`src/rtl/sram_arbiter.sv`:
```
// sram_arbiter: shares one 32-bit asynchronous SRAM between the IF (fetch) and MEM
// (load/store) pipeline stages, with programmable read/write wait states.
`default_nettype none

module sram_arbiter #(
  parameter int ADDR_W  = 20,
  parameter int RD_WAIT = 1,
  parameter int WR_WAIT = 1
) (
  input  logic              clk_i,
  input  logic              rst_i,
  input  logic              if_req_i,
  input  logic [ADDR_W-1:0] if_addr_i,
  output logic [31:0]       if_rdata_o,
  output logic              if_ack_o,
  input  logic              mem_req_i,
  input  logic              mem_we_i,
  input  logic [3:0]        mem_be_i,
  input  logic [ADDR_W-1:0] mem_addr_i,
  input  logic [31:0]       mem_wdata_i,
  output logic [31:0]       mem_rdata_o,
  output logic              mem_ack_o,
  output logic              stall_req_o,
  output logic [ADDR_W-1:0] sram_addr_o,
  output logic [31:0]       sram_wdata_o,
  input  logic [31:0]       sram_rdata_i,
  output logic              sram_data_oe_o,
  output logic              sram_ce_n_o,
  output logic              sram_oe_n_o,
  output logic              sram_we_n_o,
  output logic [3:0]        sram_be_n_o
);

  localparam int WAIT_MAX = (RD_WAIT > WR_WAIT) ? RD_WAIT : WR_WAIT;
  localparam int CNT_W    = (WAIT_MAX < 1) ? 1 : $clog2(WAIT_MAX + 1);

  typedef enum logic [1:0] {
    IDLE = 2'd0,
    RD   = 2'd1,
    WR   = 2'd2,
    DONE = 2'd3
  } state_t;

  state_t             state, state_d;
  logic [CNT_W-1:0]   cnt, cnt_d;
  logic               last_mem, last_mem_d;
  logic               gnt_mem, gnt_mem_d;
  logic [ADDR_W-1:0]  addr_d;
  logic [31:0]        wdata_d;
  logic               data_oe_d;
  logic               ce_n_d, oe_n_d, we_n_d;
  logic [3:0]         be_n_d;
  logic [31:0]        if_rdata_d, mem_rdata_d;
  logic               if_ack_d, mem_ack_d;
  logic               pick_if, pick_mem;

  // MEM normally wins; IF gets one turn right after a MEM grant so fetch never starves.
  assign pick_if     = if_req_i & (~mem_req_i | last_mem);
  assign pick_mem    = mem_req_i & ~pick_if;
  assign stall_req_o = (if_req_i & ~if_ack_o) | (mem_req_i & ~mem_ack_o);

  always_comb begin
    state_d     = state;
    cnt_d       = cnt;
    last_mem_d  = last_mem;
    gnt_mem_d   = gnt_mem;
    addr_d      = sram_addr_o;
    wdata_d     = sram_wdata_o;
    data_oe_d   = sram_data_oe_o;
    ce_n_d      = 1'b1;
    oe_n_d      = 1'b1;
    we_n_d      = 1'b1;
    be_n_d      = 4'hF;
    if_rdata_d  = if_rdata_o;
    mem_rdata_d = mem_rdata_o;
    if_ack_d    = 1'b0;
    mem_ack_d   = 1'b0;
    case (state)
      IDLE: begin
        if (pick_if | pick_mem) begin
          gnt_mem_d  = pick_mem;
          last_mem_d = pick_mem;
          ce_n_d     = 1'b0;
          addr_d     = pick_mem ? mem_addr_i : if_addr_i;
          if (pick_mem & mem_we_i) begin
            state_d   = WR;
            cnt_d     = CNT_W'(WR_WAIT);
            we_n_d    = 1'b0;
            be_n_d    = ~mem_be_i;
            wdata_d   = mem_wdata_i;
            data_oe_d = 1'b1;
          end else begin
            state_d = RD;
            cnt_d   = CNT_W'(RD_WAIT);
            oe_n_d  = 1'b0;
            be_n_d  = 4'h0;
          end
        end
      end
      RD: begin
        if (cnt == '0) begin
          state_d = DONE;
          if (gnt_mem) begin
            mem_rdata_d = sram_rdata_i;
            mem_ack_d   = 1'b1;
          end else begin
            if_rdata_d = sram_rdata_i;
            if_ack_d   = 1'b1;
          end
        end else begin
          cnt_d  = cnt - CNT_W'(1);
          ce_n_d = 1'b0;
          oe_n_d = 1'b0;
          be_n_d = 4'h0;
        end
      end
      WR: begin
        // Data bus stays driven into DONE for hold time after we_n rises.
        if (cnt == '0) begin
          state_d   = DONE;
          mem_ack_d = 1'b1;
        end else begin
          cnt_d  = cnt - CNT_W'(1);
          ce_n_d = 1'b0;
          we_n_d = 1'b0;
          be_n_d = sram_be_n_o;
        end
      end
      DONE: begin
        state_d   = IDLE;
        data_oe_d = 1'b0;
      end
      default: state_d = IDLE;
    endcase
  end

  always_ff @(posedge clk_i or posedge rst_i) begin
    if (rst_i) begin
      state          <= IDLE;
      cnt            <= '0;
      last_mem       <= 1'b0;
      gnt_mem        <= 1'b0;
      sram_addr_o    <= '0;
      sram_wdata_o   <= '0;
      sram_data_oe_o <= 1'b0;
      sram_ce_n_o    <= 1'b1;
      sram_oe_n_o    <= 1'b1;
      sram_we_n_o    <= 1'b1;
      sram_be_n_o    <= 4'hF;
      if_rdata_o     <= '0;
      mem_rdata_o    <= '0;
      if_ack_o       <= 1'b0;
      mem_ack_o      <= 1'b0;
    end else begin
      state          <= state_d;
      cnt            <= cnt_d;
      last_mem       <= last_mem_d;
      gnt_mem        <= gnt_mem_d;
      sram_addr_o    <= addr_d;
      sram_wdata_o   <= wdata_d;
      sram_data_oe_o <= data_oe_d;
      sram_ce_n_o    <= ce_n_d;
      sram_oe_n_o    <= oe_n_d;
      sram_we_n_o    <= we_n_d;
      sram_be_n_o    <= be_n_d;
      if_rdata_o     <= if_rdata_d;
      mem_rdata_o    <= mem_rdata_d;
      if_ack_o       <= if_ack_d;
      mem_ack_o      <= mem_ack_d;
    end
  end

endmodule

`default_nettype wire

```
`config.mk`:
```
export PLATFORM = sky130hd
export DESIGN_NAME = sram_arbiter
export DESIGN_NICKNAME = d
export VERILOG_FILES = /design/src/rtl/sram_arbiter.sv
export SDC_FILE = /design/constraint.sdc
export NUM_CORES = 1
export LEC_CHECK = 0
export BUFFER_PORTS_ARGS = -buffer_cell sky130_fd_sc_hd__buf_2
export CORE_MARGIN = 10
export CORE_UTILIZATION = 50
export DETAILED_ROUTE_END_ITERATION = 12
export PLACE_DENSITY = 0.85
export SLEW_MARGIN = 10
export SYNTH_ARGS = -nofsm -noshare
export SYNTH_HDL_FRONTEND = slang
export SYNTH_SLANG_ARGS = --single-unit
export TNS_END_PERCENT = 20
```
`constraint.sdc`:
```
create_clock -name clk_i -period 10.33 [get_ports clk_i]
set_input_delay 2.066 -clock clk_i [delete_from_list [all_inputs] [get_ports clk_i]]
set_output_delay 2.066 -clock clk_i [all_outputs]
set_load 0.03 [all_outputs]
```
* Yosys cells after proc, flatten, opt, wreduce, memory -nomap -nowiden
Cells that the tools add are included.
Word-level totals: flip-flop bits (word level) 130, output and inout port bits 127, bits of input ports 113
Cells by class: muxes and demuxes 31, reductions and logical operators 11, equal/unequal tests 7, bitwise gates (word level) 15, add/subtract/negate cells 1
Operators by type and width (number):
- 20-bit 2-to-1 mux | 1
- 4-bit 2-to-1 mux | 4
- 1-bit 2-to-1 mux | 15
- 1-bit case mux with 2 select lines | 6
- 4-bit case mux with 3 select lines | 1
- 3-bit AND reduction | 4
- 2-bit inequality test, second input constant | 4
- 2-bit 2-to-1 mux | 3
- 1-bit inverter | 6
- 2-bit case mux with 3 select lines | 1
- 2-bit AND reduction | 3
- 1-bit bitwise AND | 5
- 2-bit == test, second input constant | 2
- 4-bit inverter | 1
- 2-bit nonzero test | 2
- 1-bit bitwise OR | 3
- 2-bit by 1-bit == test with 1-bit output, second input constant | 1
- 2-bit zero test | 1
- 2-bit OR reduction | 1
- 1-bit subtractor, second input constant | 1

* Depth between registers and ports, before layout
word-level depth 9, mapped depth 7

* Least setup slack after synthesis
Ideal clock, no wire load.
path kind input port to output port, start input if_req_i, end output stall_req_o, path buffers 0, cell stages on the path 2, slack 5.670 ns, data arrival time 2.594 ns, data required time 8.264 ns, cell sequence inv_1 o22ai_1
Between the ends: word-level cells in the longest chain between the ends 2
RTL lines:
- from (decl) | line 12 | input logic if_req_i,
- 1-bit bitwise AND | line 60 | assign stall_req_o = (if_req_i & ~if_ack_o) | (mem_req_i & ~mem_ack_o);
- 1-bit bitwise OR | line 60
- to (decl) | line 23 | output logic stall_req_o,
Every way passes these cells.

* Worst setup path after layout
Same ends and word-level chain as after synthesis.

==> reports/results.txt <==
fillers = 720
first-pass GRT wire length = 21920 µm
period utilization = 45.67%
flop-to-flop setup slack = 7.76 ns
Comb pwr share = 45.5%
Critical Path Most Common Cell = buf_2
largest stage delay on the critical path = 0.22 ns
Synth Area in XOR/XNOR = 0%
CTS H-Tree Depth = 4
Post-CTS Setup Bufs = 0
share of cells above drive strength 1 = 53.07%
yosys warns = 0
DR pass1 iterations = 4
FF-to-FF Start = state[1]$_DFFE_PP0P_
f_max = 212.0 MHz
initial antenna violation count = 0
Die ar. = 0.01487 mm²
# port buffers = 239
WL final = 14280 µm
Final HPWL DP = 11050 µm
Reg clk slew, reported paths = 0.06 ns
Hold Vio Cnt, Final = 0
dominant cell by count in the synthesized netlist = dfrtp_1
clock latency on the worst-skew pair = 0.51 ns
area grow syn2layout = 37.19%
Final Max Slew Viols = 0
post-route setup slack = 5.612 ns
CTS tree = yes
post-synthesis adder-cell area fraction = 1.204%
# IOs = 240
Num CTS Buffers = 17
nets = 723
worst-margin pin slew = 0.9923 ns
DR DRC count = 0
vias in the first global route = 4199
leading area contributor after synthesis = dfrtp_1
total track usage = 18.84%
register share of total power = 32.5%
clock buffer depth = 2
Core Footprint = 0.01023 mm²
Pwr per Cell Area = 394.6 mW/mm²
Synth Area in Simple Gates = 3.950%
DIE WIDTH = 121.9 µm
RD Place Congestion = 0.8258
Setup TNS Final = 0 ns
Setup CP Type = in -> out
Critical Path Start Type = primary input
RR Endpoint = sram_wdata_o[7]$_DFFE_PP0P_
total gr overflow = 0
main combinational cell family by area after synthesis = multiplexers
final core occ = 69.66%
Final ANT Viol Nets = 0
Sink Count = 130
routed via count = 3808
Compound-Gate Fraction of Synth Area = 4.311%
fraction of registers with async set/reset = 100.0%
largest net degree at the start of global routing = 81
# rows = 37
maxcap violations = 0
CP max stage cell = buf_2
HP Class = reg -> reg
mux contribution to synthesized area = 25.26%
Req. time, crit path = 8.26 ns
CTS Hold Bufs = 0
Critical Path Fanout Max = 5
effective utilization at floorplan = 50.78%
initial drt markers = 186
CP cell instances = buf_2 > inv_1 > o22ai_1 > buf_2
RSZ-0062 raised after global routing = no
CTS Root Cell = clkbuf_8
fin crit period = 4.718 ns
Post-Syn Nets = 480
WHS Endpoint = sram_addr_o[9]$_DFFE_PP0P_
Clock Skew = 0.01228 ns
hold path startpoint = sram_addr_o[9]$_DFFE_PP0P_
Die H = 121.9 µm
number of synthesized register bits = 130
peak supply drop = 0.2039 mV
Worst Hold Depth = 2
crit path DAT = 2.65 ns
switch share = 43.15%
post-cts gate resize count = 0
n_diodes = 0
WL/cell = 18.94 µm
Max-slew headroom = 33.71%
Gate Count Post-Synth = 362
Area contributors post-synth = dfrtp_1 59%, mux2_1 12%, mux2_2 8.7%
Worst Setup End Kind = output port
outcome = complete, no violations
register area share after synthesis = 62.79%
Vias/cell = 5.050
Post-synth top cells = 123 x dfrtp_1, 57 x mux2_1, 40 x mux2_2
Setup Viol. Count Final = 0
Internal = 0.001599 W
LEAKAGE = 3.571 nW
post-place setup slack = 5.618 ns
Min Hold Slack = 0.4777 ns
Clk pwr share = 21.9%
Avg Inst Size Synth = 14.35 µm²
Synth top area share = 59.25%
net switching power = 0.001213 W
Cell Area, Synth = 0.005195 mm²
reg2reg path depth = 4
top_reg_cell synth = dfrtp_1
Synth cell types = 28
EDFF count, synth = 0
[stage by stage]
step                instance area (µm²)  total power (W)  cells
detailed placement                 6510         0.002224    722
finish                             7127         0.002812    754
floorplan                          5195         0.001796    362
global placement                   6510         0.002170    722
global route                       7127         0.002966    754
CTS                                7127         0.002850    754
[cell usage in the layout, fill, tap and decap left out, types with 5 or more instances in the layout]
master     netlist  layout
inv_1            7       6
buf_2            7     239
nor2_1           7       7
ha_1             5       5
mux2_2          40      40
o21ai_1         10      10
dfrtp_1        123     123
o21ai_0         13      12
mux2_1          57      57
dfstp_2          7       7
clkbuf_16        0      16
nand2_1         25      25
mux2i_1         22      22
a21oi_1          7       7
[power by group through the flow]
stage	logic (W)	clock network, W	registers [W]
after floorplan	0.000390	0	0.00141
after global placement	0.00127	0	0.000901
after detailed placement	0.00130	0	0.000923
after CTS	0.00130	0.000628	0.000918
after global routing	0.00137	0.000651	0.000949
final	0.00128	0.000617	0.000915
[flip-flops by register name, indices dropped and copies added (netlist names)]
register and cells:
sram_addr_o 20, state 2, sram_wdata_o 32, sram_be_n_o 4
mem_ack_o 1, if_rdata_o 32, if_ack_o 1, sram_ce_n_o 1
sram_oe_n_o 1, mem_rdata_o 32, gnt_mem 1, sram_we_n_o 1
sram_data_oe_o 1, cnt 1
[worst max-delay path: cells and delay by family]
family / cells / cell delay [ns]
buffers and inverters: 3 / 0.43
AO/OA/AOI/OAI: 1 / 0.16
[cells by family after synthesis]
kind of cell / after synthesis
AO/OA/AOI/OAI: 39
adder cells (fa/ha/maj): 5
buffers and inverters: 26
flip-flops: 130
multiplexers: 119
AND/OR/NAND/NOR: 43
[metal layers]
| layer | routed length, µm | track usage, % | share of wire [%] |
|---|---|---|---|
| met1 | 4974 | 18.64 | 35 |
| met2 | 7622 | 33.92 | 53 |
| met3 | 1540 | 8.973 | 11 |
| met4 | 144 | 6.110 | 1.0 |
| met5 | 0 | 0 | 0 |
[worst max-delay path by stage]
stage,start,to,slack (ns),cells past startpoint
after floorplan,rst_i,cnt$_DFFE_PP0P_,4.81,1
after global placement,if_req_i,stall_req_o,5.63,4
after detailed placement,if_req_i,stall_req_o,5.62,4
after CTS,if_req_i,stall_req_o,5.61,4
after global routing,if_req_i,stall_req_o,5.56,4
final,if_req_i,stall_req_o,5.61,4
[area by class of cell]
type | count | area [µm²] | share of cell area, %
Sequential cell | 130 | 3262 | 45.77
Tap cell | 136 | 170.2 | 2.388
Clock inverter | 13 | 185.2 | 2.598
Multi-Input combinational cell | 206 | 1823 | 25.58
Timing Repair Buffer | 243 | 1226 | 17.21
Inverter | 7 | 28.78 | 0.4038
Clock buffer | 19 | 431.7 | 6.057
No activity file was read; power rests on OpenSTA's default activity.
